$ cat config.mk
export PLATFORM = sky130hd
export DESIGN_NAME = alu_mdu
export DESIGN_NICKNAME = d
export VERILOG_FILES = /design/src/rtl/alu_mdu.sv
export SDC_FILE = /design/constraint.sdc
export NUM_CORES = 1
export LEC_CHECK = 0
export CAP_MARGIN = 10
export CORE_MARGIN = 5
export CORE_UTILIZATION = 40
export DETAILED_ROUTE_END_ITERATION = 10
export DONT_BUFFER_PORTS = 1
export HOLD_SLACK_MARGIN = 0.12
export PLACE_DENSITY = 0.59
export SKIP_LAST_GASP = 1
export SLEW_MARGIN = 0
export SYNTH_ARGS = -nofsm -noshare
export SYNTH_HDL_FRONTEND = slang
export SYNTH_SLANG_ARGS = --single-unit
$ cat constraint.sdc
create_clock -name clk -period 9.2 [get_ports clk]
set_clock_uncertainty 0.1 [all_clocks]
set_input_delay 1.84 -clock clk [delete_from_list [all_inputs] [get_ports clk]]
set_output_delay 1.84 -clock clk [all_outputs]
set_load 0.02 [all_outputs]
$ cat src/rtl/alu_mdu.sv
// alu_mdu: execute-stage ALU with iterative multiply/divide unit.
//
// Purpose:
//   Single-cycle integer ops (add/sub/logic/compare, mfhi/mflo) are registered
//   on the accepting edge. Signed/unsigned multiply (shift-add) and divide
//   (restoring) iterate one bit per clock and write the HI/LO registers.
//
// Ports:
//   clk          clock, all state on the rising edge
//   rst_n        synchronous active-low reset
//   in_valid     operation request
//   in_ready     high only while idle (request can be accepted)
//   a, b         operands (WIDTH bits)
//   alu_control  4-bit operation select
//   flush        aborts an in-flight op and blocks an incoming one
//   result       registered result; zero/overflow registered with it
//   out_valid    one-cycle pulse marking a valid result
//   hi, lo       HI/LO registers written by mult/div
module alu_mdu #(
  parameter int WIDTH = 32,
  parameter int CNT_W = 6
) (
  input  logic             clk,
  input  logic             rst_n,
  input  logic             in_valid,
  output logic             in_ready,
  input  logic [WIDTH-1:0] a,
  input  logic [WIDTH-1:0] b,
  input  logic [3:0]       alu_control,
  input  logic             flush,
  output logic [WIDTH-1:0] result,
  output logic             zero,
  output logic             overflow,
  output logic             out_valid,
  output logic [WIDTH-1:0] hi,
  output logic [WIDTH-1:0] lo
);

  typedef enum logic [1:0] {S_IDLE, S_MUL, S_DIV, S_FIX} state_e;

  state_e             state_q, state_d;
  logic [CNT_W-1:0]   cnt_q, cnt_d;
  logic [WIDTH-1:0]   acc_q, acc_d;     // product high half / partial remainder
  logic [WIDTH-1:0]   sh_q, sh_d;       // multiplier / dividend-then-quotient
  logic [WIDTH-1:0]   opd_q, opd_d;     // multiplicand / divisor
  logic               is_div_q, is_div_d;
  logic               neg_lo_q, neg_lo_d;
  logic               neg_hi_q, neg_hi_d;
  logic               dz_q, dz_d;
  logic [WIDTH-1:0]   result_q, result_d;
  logic               zero_q, zero_d;
  logic               ovf_q, ovf_d;
  logic               vld_q, vld_d;
  logic [WIDTH-1:0]   hi_q, hi_d;
  logic [WIDTH-1:0]   lo_q, lo_d;

  function automatic logic [WIDTH-1:0] abs_w(input logic signed [WIDTH-1:0] x);
    return x[WIDTH-1] ? WIDTH'(-x) : WIDTH'(x);
  endfunction

  function automatic logic [WIDTH-1:0] cneg_w(input logic [WIDTH-1:0] x, input logic n);
    return n ? WIDTH'(-x) : x;
  endfunction

  function automatic logic [2*WIDTH-1:0] cneg_2w(input logic [2*WIDTH-1:0] x, input logic n);
    return n ? (2*WIDTH)'(-x) : x;
  endfunction

  // Single-cycle datapath
  logic signed [WIDTH-1:0] a_s, b_s;
  logic [WIDTH-1:0]        sum, diff, alu_res;
  logic                    alu_ovf;

  assign a_s  = a;
  assign b_s  = b;
  assign sum  = a + b;
  assign diff = a - b;

  always_comb begin
    alu_res = '0;
    alu_ovf = 1'b0;
    case (alu_control)
      4'b0000: begin
        alu_res = sum;
        alu_ovf = (a[WIDTH-1] == b[WIDTH-1]) && (sum[WIDTH-1] != a[WIDTH-1]);
      end
      4'b0001: begin
        alu_res = diff;
        // Subtraction overflows when a and ~b share a sign that the result lacks.
        alu_ovf = (a[WIDTH-1] != b[WIDTH-1]) && (diff[WIDTH-1] != a[WIDTH-1]);
      end
      4'b0010: alu_res = a & b;
      4'b0011: alu_res = a | b;
      4'b0100: alu_res = {{(WIDTH-1){1'b0}}, (a_s < b_s)};
      4'b0101: alu_res = {{(WIDTH-1){1'b0}}, (a < b)};
      4'b0110: alu_res = a ^ b;
      4'b0111: alu_res = ~(a | b);
      4'b1100: alu_res = hi_q;
      4'b1101: alu_res = lo_q;
      default: alu_res = '0;
    endcase
  end

  // Iteration datapath
  logic [WIDTH:0]     mul_sum;
  logic [WIDTH:0]     div_sh, div_sub;
  logic               div_ge;
  logic [2*WIDTH-1:0] prod_fix;
  logic               op_signed, sa, sb;
  logic [WIDTH-1:0]   mag_a, mag_b;

  assign mul_sum  = {1'b0, acc_q} + (sh_q[0] ? {1'b0, opd_q} : {(WIDTH+1){1'b0}});
  assign div_sh   = {acc_q, sh_q[WIDTH-1]};
  assign div_sub  = div_sh - {1'b0, opd_q};
  assign div_ge   = (div_sh >= {1'b0, opd_q});
  assign prod_fix = cneg_2w({acc_q, sh_q}, neg_lo_q);

  // mult/div: opcode bit 0 selects unsigned
  assign op_signed = ~alu_control[0];
  assign sa        = op_signed & a[WIDTH-1];
  assign sb        = op_signed & b[WIDTH-1];
  assign mag_a     = op_signed ? abs_w(a) : a;
  assign mag_b     = op_signed ? abs_w(b) : b;

  always_comb begin
    state_d  = state_q;
    cnt_d    = cnt_q;
    acc_d    = acc_q;
    sh_d     = sh_q;
    opd_d    = opd_q;
    is_div_d = is_div_q;
    neg_lo_d = neg_lo_q;
    neg_hi_d = neg_hi_q;
    dz_d     = dz_q;
    result_d = result_q;
    zero_d   = zero_q;
    ovf_d    = ovf_q;
    vld_d    = 1'b0;
    hi_d     = hi_q;
    lo_d     = lo_q;

    case (state_q)
      S_IDLE: begin
        if (in_valid && !flush) begin
          if (alu_control[3:2] == 2'b10) begin
            is_div_d = alu_control[1];
            acc_d    = '0;
            cnt_d    = CNT_W'(WIDTH);
            if (alu_control[1]) begin
              sh_d     = mag_a;
              opd_d    = mag_b;
              neg_lo_d = sa ^ sb;
              neg_hi_d = sa;
              dz_d     = (b == '0);
              state_d  = S_DIV;
            end else begin
              sh_d     = mag_b;
              opd_d    = mag_a;
              neg_lo_d = sa ^ sb;
              neg_hi_d = sa ^ sb;
              dz_d     = 1'b0;
              state_d  = S_MUL;
            end
          end else begin
            result_d = alu_res;
            zero_d   = (alu_res == '0);
            ovf_d    = alu_ovf;
            vld_d    = 1'b1;
          end
        end
      end
      S_MUL: begin
        if (flush) begin
          state_d = S_IDLE;
        end else begin
          // Add-then-shift the {acc, sh} pair right by one.
          acc_d = mul_sum[WIDTH:1];
          sh_d  = {mul_sum[0], sh_q[WIDTH-1:1]};
          cnt_d = cnt_q - CNT_W'(1);
          if (cnt_q == CNT_W'(1)) state_d = S_FIX;
        end
      end
      S_DIV: begin
        if (flush) begin
          state_d = S_IDLE;
        end else begin
          acc_d = div_ge ? div_sub[WIDTH-1:0] : div_sh[WIDTH-1:0];
          sh_d  = {sh_q[WIDTH-2:0], div_ge};
          cnt_d = cnt_q - CNT_W'(1);
          if (cnt_q == CNT_W'(1)) state_d = S_FIX;
        end
      end
      S_FIX: begin
        state_d = S_IDLE;
        if (!flush) begin
          if (is_div_q) begin
            // Divide by zero: magnitude divide already leaves the remainder = |a|,
            // but the quotient is forced to all ones regardless of signs.
            lo_d = dz_q ? '1 : cneg_w(sh_q, neg_lo_q);
            hi_d = cneg_w(acc_q, neg_hi_q);
          end else begin
            lo_d = prod_fix[WIDTH-1:0];
            hi_d = prod_fix[2*WIDTH-1:WIDTH];
          end
          result_d = lo_d;
          zero_d   = (lo_d == '0);
          ovf_d    = 1'b0;
          vld_d    = 1'b1;
        end
      end
      default: state_d = S_IDLE;
    endcase
  end

  // Register stage
  always_ff @(posedge clk) begin
    if (!rst_n) begin
      state_q  <= S_IDLE;
      cnt_q    <= '0;
      result_q <= '0;
      zero_q   <= 1'b0;
      ovf_q    <= 1'b0;
      vld_q    <= 1'b0;
      hi_q     <= '0;
      lo_q     <= '0;
      is_div_q <= 1'b0;
      neg_lo_q <= 1'b0;
      neg_hi_q <= 1'b0;
      dz_q     <= 1'b0;
    end else begin
      state_q  <= state_d;
      cnt_q    <= cnt_d;
      result_q <= result_d;
      zero_q   <= zero_d;
      ovf_q    <= ovf_d;
      vld_q    <= vld_d;
      hi_q     <= hi_d;
      lo_q     <= lo_d;
      is_div_q <= is_div_d;
      neg_lo_q <= neg_lo_d;
      neg_hi_q <= neg_hi_d;
      dz_q     <= dz_d;
    end
  end

  always_ff @(posedge clk) begin
    acc_q <= acc_d;
    sh_q  <= sh_d;
    opd_q <= opd_d;
  end

  assign in_ready  = (state_q == S_IDLE);
  assign result    = result_q;
  assign zero      = zero_q;
  assign overflow  = ovf_q;
  assign out_valid = vld_q;
  assign hi        = hi_q;
  assign lo        = lo_q;

endmodule
==> flow_metrics.tcl <==
set metrics [dict create \
    cts_root_buf "clkbuf_16" \
    synthAdderAreaFrac_pct 10.4 \
    grt_pass1_vias 21000 \
    coreArea_mm2 0.0536 \
    cp.arrival_ns 6.08 \
    synth_cell_type_count 87 \
    path_max_fanout 11 \
    grt_max_degree 105 \
    postCtsSetupRepairBufs 0 \
    syn_nets 3038 \
    wl_per_cell_um 29.0 \
    cts_tree "done" \
    worst_pin_slew_ns 1.36 \
    cpLargestDelayFamily "compound AO/OA/AOI/OAI gates" \
    pin_count 172 \
    drive_above_1_share_pct 4.57 \
    power_frac_comb_pct 52.1 \
    synth_compound_area_share_pct 26.0 \
    fin_nets 2924 \
    vias 22200 \
    async_flop_share_pct 0 \
    swShare_pct 48.8 \
    numPortBuffers 0 \
    overflow 0 \
    drv_cap 0 \
    post_cts_resize_count 0 \
    clk_latency_ns 0.56 \
    final-setup-viol-count 0 \
    maxSlewHeadroom_pct 7.16 \
    hold_path_class "register to register" \
    crit_slowest_cell "a2111oi_0" \
    layout_commonest_cell "nor2_1" \
    period_share_pct 62.0 \
    dp_slack_ns 3.21 \
    initial_core_util_pct 40.3 \
    drtAntennaViolNets 0 \
    outcome "complete, no violations" \
    clk_pin_slew_ns 0.07 \
    yosysWarningCount 0 \
    ys_seq_area_share_pct 23.6 \
    synth_top_family_by_area "compound AO/OA/AOI/OAI gates" \
    crit_type "input port to register" \
    place.gp.congestion 1.01 \
    cpPeakStageDelay_ns 1.07 \
    avgSynthCellArea_um2 7.74 \
    hold_violations 0 \
    synthesis.area_mm2 0.0216 \
    htree_levels 1 \
    synth-xor-area-share_pct 8.36 \
    synth_edf_count 96 \
    power_frac_clock_pct 17.0 \
    p_leak_nw 8.86 \
    max_freq_ghz 0.175 \
    synthFlopType "dfxtp_1" \
    antenna_found_initial 5 \
    clock_path_buffers 3 \
    yosys.area_share.simple_pct 18.9 \
    startpoint_type "input port" \
    die_area_mm2 0.0587 \
    cp.required_ns 9.57 \
    dp_hpwl_mm 77.6 \
    ir_drop_v 0.000141 \
    routed_via_density 6.54 \
    finalSetupTns_ns 0 \
    powerDensity_mw_per_mm2 258 \
    end_kind "register" \
    drcViolationCount 0 \
    slew_violations 0 \
    fill_cells 5583 \
    syn-instance-count 2789 \
    fin_ws_ns 3.50 \
    crit_path_cell_trace "inv_1 > ha_1 > nor4_1 > o2111ai_1 > nand3_1 > a31oi_1 > o21ai_0 > a21bo_2 > a2bb2oi_1 > mux2i_1 > a2111oi_0 > nand4_1 > o31ai_2" \
    rsz0062_at_grt "no" \
    clock_sinks 207 \
    intPower_w 0.00301 \
    areaGrowthSynthToFinish_pct 5.72 \
    min_period_ns 5.70 \
    drt_iter0_markers 2534 \
    grtUsageTotal_pct 31.6 \
    dieHeight_um 242 \
    grt_pass1_wl_mm 143 \
    wl_mm 98.2 \
    synthMuxAreaShare_pct 6.63 \
    switchingPower_w 0.00288 \
    layout_common_cells "332 x nor2_1, 244 x a21oi_1, 195 x nand2_1" \
    seq_power_share_pct 30.9 \
    cts_hold_buf 0 \
    rows 85 \
    synth-seq-cells 207 \
    dr.pass1.iters 7 \
    worst-path-buf-inv 1 \
    cts_made_buffers 23 \
    die_w_um 242 \
]
cell usage after synthesis (8+ instances only):
cell / n / area (um2)
nor2_1: 335 / 1260
a21oi_1: 244 / 1220
nand2_1: 195 / 732
ha_1: 173 / 2160
xnor2_1: 169 / 1480
inv_1: 162 / 608
clkbuf_1: 130 / 488
mux2i_1: 126 / 1260
dfxtp_1: 111 / 2220
o21ai_0: 105 / 526
edfxtp_1: 96 / 2880
a211oi_1: 77 / 578
nor3_1: 75 / 375
nand3_1: 56 / 280
a21o_1: 52 / 390
o22ai_1: 46 / 288
o211ai_1: 37 / 278
xor2_1: 37 / 324
a31oi_1: 36 / 225
nand4_1: 34 / 213
a22oi_1: 32 / 240
nor4_1: 32 / 200
or3_1: 24 / 150
o31ai_1: 23 / 173
and2_1: 21 / 131
nor2b_1: 21 / 131
and3_1: 19 / 119
buf_1: 19 / 71.3
o21bai_1: 19 / 143
nand2b_1: 18 / 113
o41ai_1: 18 / 158
o21a_1: 16 / 120
a221oi_1: 15 / 131
mux2_2: 15 / 169
a211o_1: 12 / 105
o221ai_1: 12 / 105
a2111oi_0: 10 / 87.6
buf_2: 10 / 50.1
or4_1: 10 / 75.1
or2_2: 9 / 56.3
a21boi_0: 8 / 60.1
nor3b_1: 8 / 60.1
sequential cells by signal, indices dropped and copies added (netlist names), 2 cells and up:
signal,cells
state_q,2
result,32
hi,32
acc_q,32
opd_q,32
sh_q,32
lo,32
cnt_q,6
layout make-up:
class | count | area, um2 | share of cell area [%]
multi-input cells | 2250 | 15200 | 66.7
inverters | 167 | 628 | 2.75
diodes | 2 | 5.00 | 0.0219
repair buffers | 26 | 195 | 0.855
well taps | 696 | 871 | 3.82
clock inverters | 17 | 195 | 0.855
flip-flops and latches | 207 | 5100 | 22.4
clock buffers | 25 | 604 | 2.65
power groups by stage:
stage | clock network [W] | logic [W] | registers, W
CTS | 0.00101 | 0.00301 | 0.00181
finish | 0.00100 | 0.00307 | 0.00182
detailed placement | 0 | 0.00300 | 0.00183
global placement | 0 | 0.00296 | 0.00183
global route | 0.00105 | 0.00332 | 0.00184
floorplan | 0 | 0.00230 | 0.00159
logic make-up after synthesis:
logic type,count (synthesis)
AOI/OAI and AO/OA,846
adders and majority gates,177
buffers and inverters,332
muxes,141
and+or+nand+nor,880
DFF,207
xor gates and xnor gates,206
worst reg2reg max path, delay by kind of cell, from the launching register on:
| family | cells | cell delay, ns |
|---|---|---|
| flip-flops | 1 | 0.63 |
| AO/OA/AOI/OAI | 8 | 2.12 |
| adder cells (fa/ha/maj) | 1 | 0.41 |
| AND/OR/NAND/NOR | 2 | 1.08 |
| multiplexers | 1 | 0.35 |
through the flow:
| step | util [%] | instance area (um2) | hold WS [ns] | power, W | instances |
|---|---|---|---|---|---|
| finish | 42.6 | 22800 | 0.432 | 0.00589 | 3390 |
| global route | 42.6 | 22800 | 0.444 | 0.00621 | 3388 |
| CTS | 42.6 | 22800 | 0.421 | 0.00583 | 3388 |
| detailed placement | 41.1 | 22000 | 0.406 | 0.00483 | 3346 |
| global placement | 41.1 | 22000 | 0.387 | 0.00478 | 3346 |
| floorplan | - | 21600 | 0.371 | 0.00389 | 2789 |
path summary, 6_finish.rpt:
path,depth (start not counted),slack [ns],from,end
max,13,3.50,b[7],zero$_SDFFE_PN0P_
min,2,0.43,cnt_q[4]$_SDFFE_PN0P_,cnt_q[4]$_SDFFE_PN0P_
max reg2reg,12,4.24,acc_q[0]$_DFFE_PP_,acc_q[16]$_DFFE_PP_
min reg2reg,2,0.43,cnt_q[4]$_SDFFE_PN0P_,cnt_q[4]$_SDFFE_PN0P_
metal layers:
metal  vias up  GRT usage (%)  routed length (um)
li1       9995              -                   -
met1     10800           41.9               40200
met2      1209           51.8               44800
met3       185           6.03                9050
met4         4           10.9                4100
met5         -              0                  27
No activity file was read; power rests on OpenSTA's default activity.
